### config.mk
export PLATFORM = sky130hd
export DESIGN_NAME = fdc_sample_decimator
export DESIGN_NICKNAME = d
export VERILOG_FILES = /design/src/rtl/fdc_sample_decimator.sv
export SDC_FILE = /design/constraint.sdc
export NUM_CORES = 1
export LEC_CHECK = 0
export CORE_UTILIZATION = 40
export DETAILED_ROUTE_END_ITERATION = 7
export PLACE_DENSITY = 0.62
export SYNTH_ARGS = -nofsm -noshare
export SYNTH_HDL_FRONTEND = slang
export SYNTH_SLANG_ARGS = --single-unit
### constraint.sdc
create_clock -name clk -period 7.4 [get_ports clk]
set_clock_uncertainty 0.2 [all_clocks]
set_input_delay 1.48 -clock clk [delete_from_list [all_inputs] [get_ports clk]]
set_output_delay 1.48 -clock clk [all_outputs]
set_load 0.02 [all_outputs]
### src/rtl/fdc_sample_decimator.sv
`default_nettype none
// +--------------------------------------------------------------------------+
// | fdc_sample_decimator                                                     |
// | Block-averages 2^nsel raw FDC counts behind a valid/ack result register. |
// | Rev 1.0                                                                  |
// +--------------------------------------------------------------------------+
module fdc_sample_decimator #(
    parameter int SW       = 8,
    parameter int MAX_LOG2 = 4
) (
    input  logic          clk,
    input  logic          rst_n,
    input  logic          ena,
    input  logic          smp_valid,
    input  logic [SW-1:0] smp_data,
    input  logic [2:0]    nsel,
    input  logic          res_ack,
    output logic [SW-1:0] res_data,
    output logic          res_valid,
    output logic          overrun,
    output logic          busy
);
    localparam int         AW         = SW + MAX_LOG2;
    localparam int         CW         = MAX_LOG2 + 1;
    localparam logic [2:0] c_MAX_NSEL = 3'(MAX_LOG2);

    typedef enum logic [0:0] {
        S_IDLE = 1'b0,
        S_ACC  = 1'b1
    } state_t;

    state_t        r_state;
    logic [AW-1:0] r_acc;
    logic [CW-1:0] r_cnt;
    logic [2:0]    r_n_lat;
    logic          r_ena_d;
    logic [SW-1:0] r_res_data;
    logic          r_res_valid;
    logic          r_overrun;
    logic          r_busy;

    logic [2:0]    w_nsel_clamped;
    logic [AW-1:0] w_sum;
    logic [SW-1:0] w_cand;
    logic          w_last;
    logic          w_done;

    assign w_nsel_clamped = (nsel > c_MAX_NSEL) ? c_MAX_NSEL : nsel;
    assign w_sum          = r_acc + AW'(smp_data);
    assign w_cand         = SW'(w_sum >> r_n_lat);
    assign w_last         = (r_cnt == CW'((32'd1 << r_n_lat) - 32'd1));
    // A partial block never completes once ena has dropped.
    assign w_done         = (r_state == S_ACC) && ena && smp_valid && w_last;

    always_ff @(posedge clk or negedge rst_n) begin
        if (!rst_n) begin
            r_state     <= S_IDLE;
            r_acc       <= '0;
            r_cnt       <= '0;
            r_n_lat     <= '0;
            r_ena_d     <= 1'b0;
            r_res_data  <= '0;
            r_res_valid <= 1'b0;
            r_overrun   <= 1'b0;
            r_busy      <= 1'b0;
        end else begin
            r_ena_d <= ena;
            case (r_state)
                S_IDLE: begin
                    if (ena) begin
                        r_state <= S_ACC;
                        r_busy  <= 1'b1;
                        r_n_lat <= w_nsel_clamped;
                    end
                end
                S_ACC: begin
                    if (!ena) begin
                        r_state <= S_IDLE;
                        r_busy  <= 1'b0;
                        r_acc   <= '0;
                        r_cnt   <= '0;
                    end else if (smp_valid) begin
                        if (w_last) begin
                            // Restart immediately so back-to-back blocks lose no sample.
                            r_acc   <= '0;
                            r_cnt   <= '0;
                            r_n_lat <= w_nsel_clamped;
                        end else begin
                            r_acc <= w_sum;
                            r_cnt <= r_cnt + 1'b1;
                        end
                    end
                end
                default: begin
                    r_state <= S_IDLE;
                    r_busy  <= 1'b0;
                end
            endcase

            if (w_done) begin
                if (!r_res_valid || res_ack) begin
                    r_res_data  <= w_cand;
                    r_res_valid <= 1'b1;
                end else begin
                    r_overrun <= 1'b1;
                end
            end else if (res_ack) begin
                r_res_valid <= 1'b0;
            end

            if (r_ena_d && !ena) begin
                r_overrun <= 1'b0;
            end
        end
    end

    assign res_data  = r_res_data;
    assign res_valid = r_res_valid;
    assign overrun   = r_overrun;
    assign busy      = r_busy;

endmodule
`default_nettype wire

After elaboration in Yosys (flattened, before gate mapping)
Cells that the tools add are included.

cells by class
  $add $sub $neg = 3
  multiply operators = 0
  divide/modulo/power cells = 0
  magnitude comparators = 1
  equal/unequal tests = 9
  shift-type cells = 2
  mux-type cells = 22
  bitwise gates (word level) = 1
  reduce and logical (&&, ||, !) cells = 15

operators by type and width
  operator                                           count
  2-to-1 mux 12 bit                                  3
  2-to-1 mux 3 bit                                   5
  2-to-1 mux 5 bit                                   3
  adder 12 x 8 -> 12 bit                             1
  >> shifter 12 x 3 -> 8 bit                         1
  AND reduction 2 bit                                5
  2-to-1 mux 1 bit                                   9
  != test 2 x 1 -> 1 bit (second input constant)     4
  != test 2 bit (second input constant)              4
  one-hot mux 3 bit (2 select lines)                 1
  adder 5 x 1 -> 5 bit (second input constant)       1
  equality test 5 bit                                1
  << shifter 1 x 3 -> 5 bit (first input constant)   1
  subtractor 5 x 1 -> 5 bit (second input constant)  1
  logical AND 1 bit                                  4
  AND reduction 4 bit                                1
  nonzero test 2 bit                                 2
  > comparator 3 bit (second input constant)         1
  logical NOT 1 bit                                  2
  one-hot mux 1 bit (2 select lines)                 1
  logical OR 1 bit                                   1
  inverter 1 bit                                     1

storage, ports and cells
  register bits after elaboration = 33
  bits in latches = 0
  RAM bits = 0
  ROM bits = 0
  input port bits = 16
  output and inout port bits = 11
  memories = 0

Logic depth before layout (Yosys ltp)
  depth after elaboration = 7
  depth in mapped cells = 12
  gate-level depth less buffers = 10

Least setup slack after synthesis
No wires, ideal clock.

  kind = input-to-reg
  start point = input smp_data[0]
  end point = register r_res_data[3] (netlist: res_data[3])
  setup time = 0.082 ns
  arrival time = 3.449 ns
  path slack = 3.669 ns
  stages on the path = 10
  cells stage by stage = ha_1 > inv_1 > fa_1 > nand2b_1 > a2111oi_0 > a211oi_1 > mux4_2 > nor2_1 > nor2_1 > o22ai_1

between the ends
  word-level cells in the longest chain between the ends = 2

RTL lines
  what                        line  source
  start, declared             15    input logic [SW-1:0] smp_data,
  adder 12 x 8 -> 12 bit      49    assign w_sum = r_acc + AW'(smp_data);
  >> shifter 12 x 3 -> 8 bit  50    assign w_cand = SW'(w_sum >> r_n_lat);
  end signal, assigned        102   r_res_data <= w_cand;
  end, declared               37    logic [SW-1:0] r_res_data;

Every way passes these cells.
A chain may end at the register's enable or synchronous reset.

Worst setup path after layout
  start point = input smp_data[0]
  end point = register r_res_data[1] (netlist: res_data[1])

Same word-level chain as after synthesis.

==> flow_summary_export.csv <==
group,metric,value,unit
timing,timing.fmax,0.243,GHz
timing,final.setup.worst_slack,3.28,ns
flow_run,timing.max_cap.violations,0,
cts,htree_levels,2,
global_routing,gr-total-overflow,0,
timing,min_period_over_period,55.6,%
global_routing,grt_pass1_wl,8940,um
final_layout,post-route-util,49.4,%
logic_synthesis,synth_area,0.00233,mm^2
setup_path,critPathArrivalTime,4.08,ns
logic_synthesis,ys.flop_type,"dfrtp_1",
timing,slew_headroom,57.6,%
logic_synthesis,syn_nets,291,
timing,setup_violations,0,
final_layout,antenna_cells,0,
detailed_routing,via_count,1973,
global_routing,first_global_vias,1919,
place,gp_congestion,0.795,
setup_path,worst_setup_path_start_kind,"input port",
detailed_routing,drt_iter0_drc,100,
detailed_routing,wl_met1,2540,um
final_layout,syn2layout_area_growth,17.8,%
logic_synthesis,syn-mean-instance-area,8.95,um^2
detailed_routing,highest_layer,"met4",
detailed_routing,wl_per_cell,14.5,um
logic_synthesis,synth.distinct_cells,59,
timing,setup_tns,0,ns
floorplanning,core-area,0.00557,mm^2
logic_synthesis,synth_seq_cells,32,
timing,slew_viol_final,0,
global_routing,grt_start_max_net_pins,33,
setup_path,critPathRequiredTime,7.36,ns
floorplanning,die_h,78.4,um
logic_synthesis,synth_edf_count,0,
floorplanning,die_area,0.00615,mm^2
setup_path,critPathKind,"input port to register",
power,p_per_area,282,mW/mm^2
timing,rsz0062_at_grt,"no",
final_layout,layout.nets,316,
setup_path,cp-end-kind,"register",
logic_synthesis,netlist_instances,261,
timing,hold_ws,0.286,ns
power,p_leak,0.00114,uW
cts,clk_path_buf_depth,2,
final_layout,fillers,557,
final_layout,drive_above_1_share,8.04,%
detailed_routing,ant_nets,0,
detailed_routing,drc,0,
cts,cts.clk_slew.worst_paths,0.07,ns
logic_synthesis,async_reset_ff_share,100,%
cts,clkSinkCount,32,
timing,final-hold-violation-count,0,
place,place_ws,2.98,ns
place,dp.final_hpwl,3770,um
cts,cts_resized,0,
timing,period_needed,4.12,ns
place,place.port_buffers,26,
detailed_routing,drtPass1Iterations,4,
floorplanning,die_w,78.4,um
power,peakVddDrop,0.100,mV
cts,post_cts.repair.setup_buffers,0,
cts,cts-root-buf,"clkbuf_8",
detailed_routing,vias_per_cell,5.51,
detailed_routing,wl_met2,2440,um
cts,clock_latency,0.29,ns
logic_synthesis,synth-seq-area-share,34.3,%
global_routing,grt_util_all_layers,18.6,%
cts,cts_tree,"yes",
floorplanning,ioPinCount,27,
logic_synthesis,ys_warn_count,0,
cts,cts_hold_buffers,0,
min_path,hp-class,"register to register",
run_status,status,"complete, no violations",
floorplanning,initial_core_util,41.9,%
floorplanning,row_count,27,
setup_path,path_max_fanout,5,
timing,worst_pin_slew,0.632,ns
detailed_routing,totalWireLength,5180,um
global_routing,grt_antenna_before_repair,0,
cts,cts_buffers,5,
detailed_routing,wl_met3,164,um
==> worst paths after layout <==
path                       cells past startpoint        start  slack (ns)     endpoint
min in group asynchronous                      2        rst_n        1.40     r_acc[4]
setup reg to reg                              10   r_n_lat[0]        3.99     r_cnt[2]
hold / removal                                 2     r_acc[2]        0.29     r_acc[2]
setup / recovery                              10  smp_data[0]        3.28  res_data[1]
max in group asynchronous                      2        rst_n        5.29   r_n_lat[0]
hold reg to reg                                2     r_acc[2]        0.29     r_acc[2]
==> synthesized netlist by cell type (all sizes together) (2+ instances only) <==
library cell	n	area share (%)
dfrtp	32	34
nand2	32	5.1
o21ai	19	4.2
nor2	17	2.7
ha	13	7.0
o31ai	12	4.1
inv	11	1.8
a21oi	10	2.1
nor3	7	2.2
xnor2	7	2.6
clkbuf	6	0.96
mux2i	6	2.6
nand3	6	1.3
and3	5	1.3
mux2	5	2.4
nand2b	5	1.3
xor2	5	1.9
a21o	4	1.3
buf	4	0.96
a211oi	3	0.96
a31oi	3	0.80
mux4	3	2.9
nor2b	3	0.80
nor3b	3	0.96
nor4	3	0.80
o211ai	3	0.96
o21a	3	0.96
or2	3	0.80
a211o	2	0.75
and2	2	0.54
nand4	2	0.54
o21bai	2	0.64
o22ai	2	0.54
or3	2	0.54
or3b	2	0.75
==> placed cells by master, fill, tap and decap left out, drive strengths merged, types with 4 or more instances in the layout <==
master / count
nand2b: 5
ha: 13
xor2: 5
and3: 5
mux2i: 6
nor2: 17
clkbuf: 7
nand2: 32
inv: 11
clkdlybuf4s50: 26
nor3: 7
xnor2: 7
nand3: 6
o21ai: 19
a21oi: 10
dfrtp: 32
mux2: 5
a21o: 4
o31ai: 12
==> worst max-delay path, cell delays in order <==
cell and delay (ns):
clkdlybuf4s50_1 0.46, ha_1 0.17, inv_1 0.05, fa_1 0.41
nand2b_1 0.20, a21o_1 0.17, a211oi_1 0.53, a22oi_1 0.22
a41oi_1 0.30, a21oi_1 0.10
==> area by class of cell <==
type / instances / area, um^2 / share of cell area, %
timing repair buffer: 28 / 275 / 10.0
clock buffer: 7 / 96.3 / 3.50
sequential: 32 / 801 / 29.1
inverter: 12 / 45.0 / 1.64
tap: 72 / 90.1 / 3.27
multi-input combinational: 207 / 1440 / 52.5
==> power by group <==
part | internal, uW | total (uW) | switching [uW]
clock | 82.9 | 150 | 67.1
combinational | 167 | 373 | 206
sequential | 212 | 253 | 40.6
==> per-layer routing <==
layer	vias to the layer above	GRT usage, %
met1	929	24.4
met5	-	0
met3	4	3.72
met2	31	30.1
met4	0	7.04
li1	1009	-
==> logic make-up after synthesis <==
| kind of cell | share of synthesized area, % |
|---|---|
| AO/OA/AOI/OAI | 20.8 |
| XOR/XNOR | 4.50 |
| adder cells (fa/ha/maj) | 7.82 |
| buffers and inverters | 3.86 |
| flip-flops | 34.3 |
| multiplexers | 7.88 |
| AND/OR/NAND/NOR | 20.8 |
==> state kept, by name (all words and copies together), names as in the netlist <==
| name | cells |
|---|---|
| res_valid | 1 |
| r_n_lat | 3 |
| r_ena_d | 1 |
| res_data | 8 |
| busy | 1 |
| r_cnt | 5 |
| overrun | 1 |
| r_acc | 12 |
==> per-stage QoR <==
stage / instance area (um^2) / power (uW) / instances
after global placement: 2660 / 626 / 351
after detailed placement: 2660 / 630 / 351
after floorplan: 2330 / 526 / 261
after global routing: 2750 / 839 / 358
final: 2750 / 776 / 358
after CTS: 2750 / 782 / 358
(Power assumes the default switching activity.)
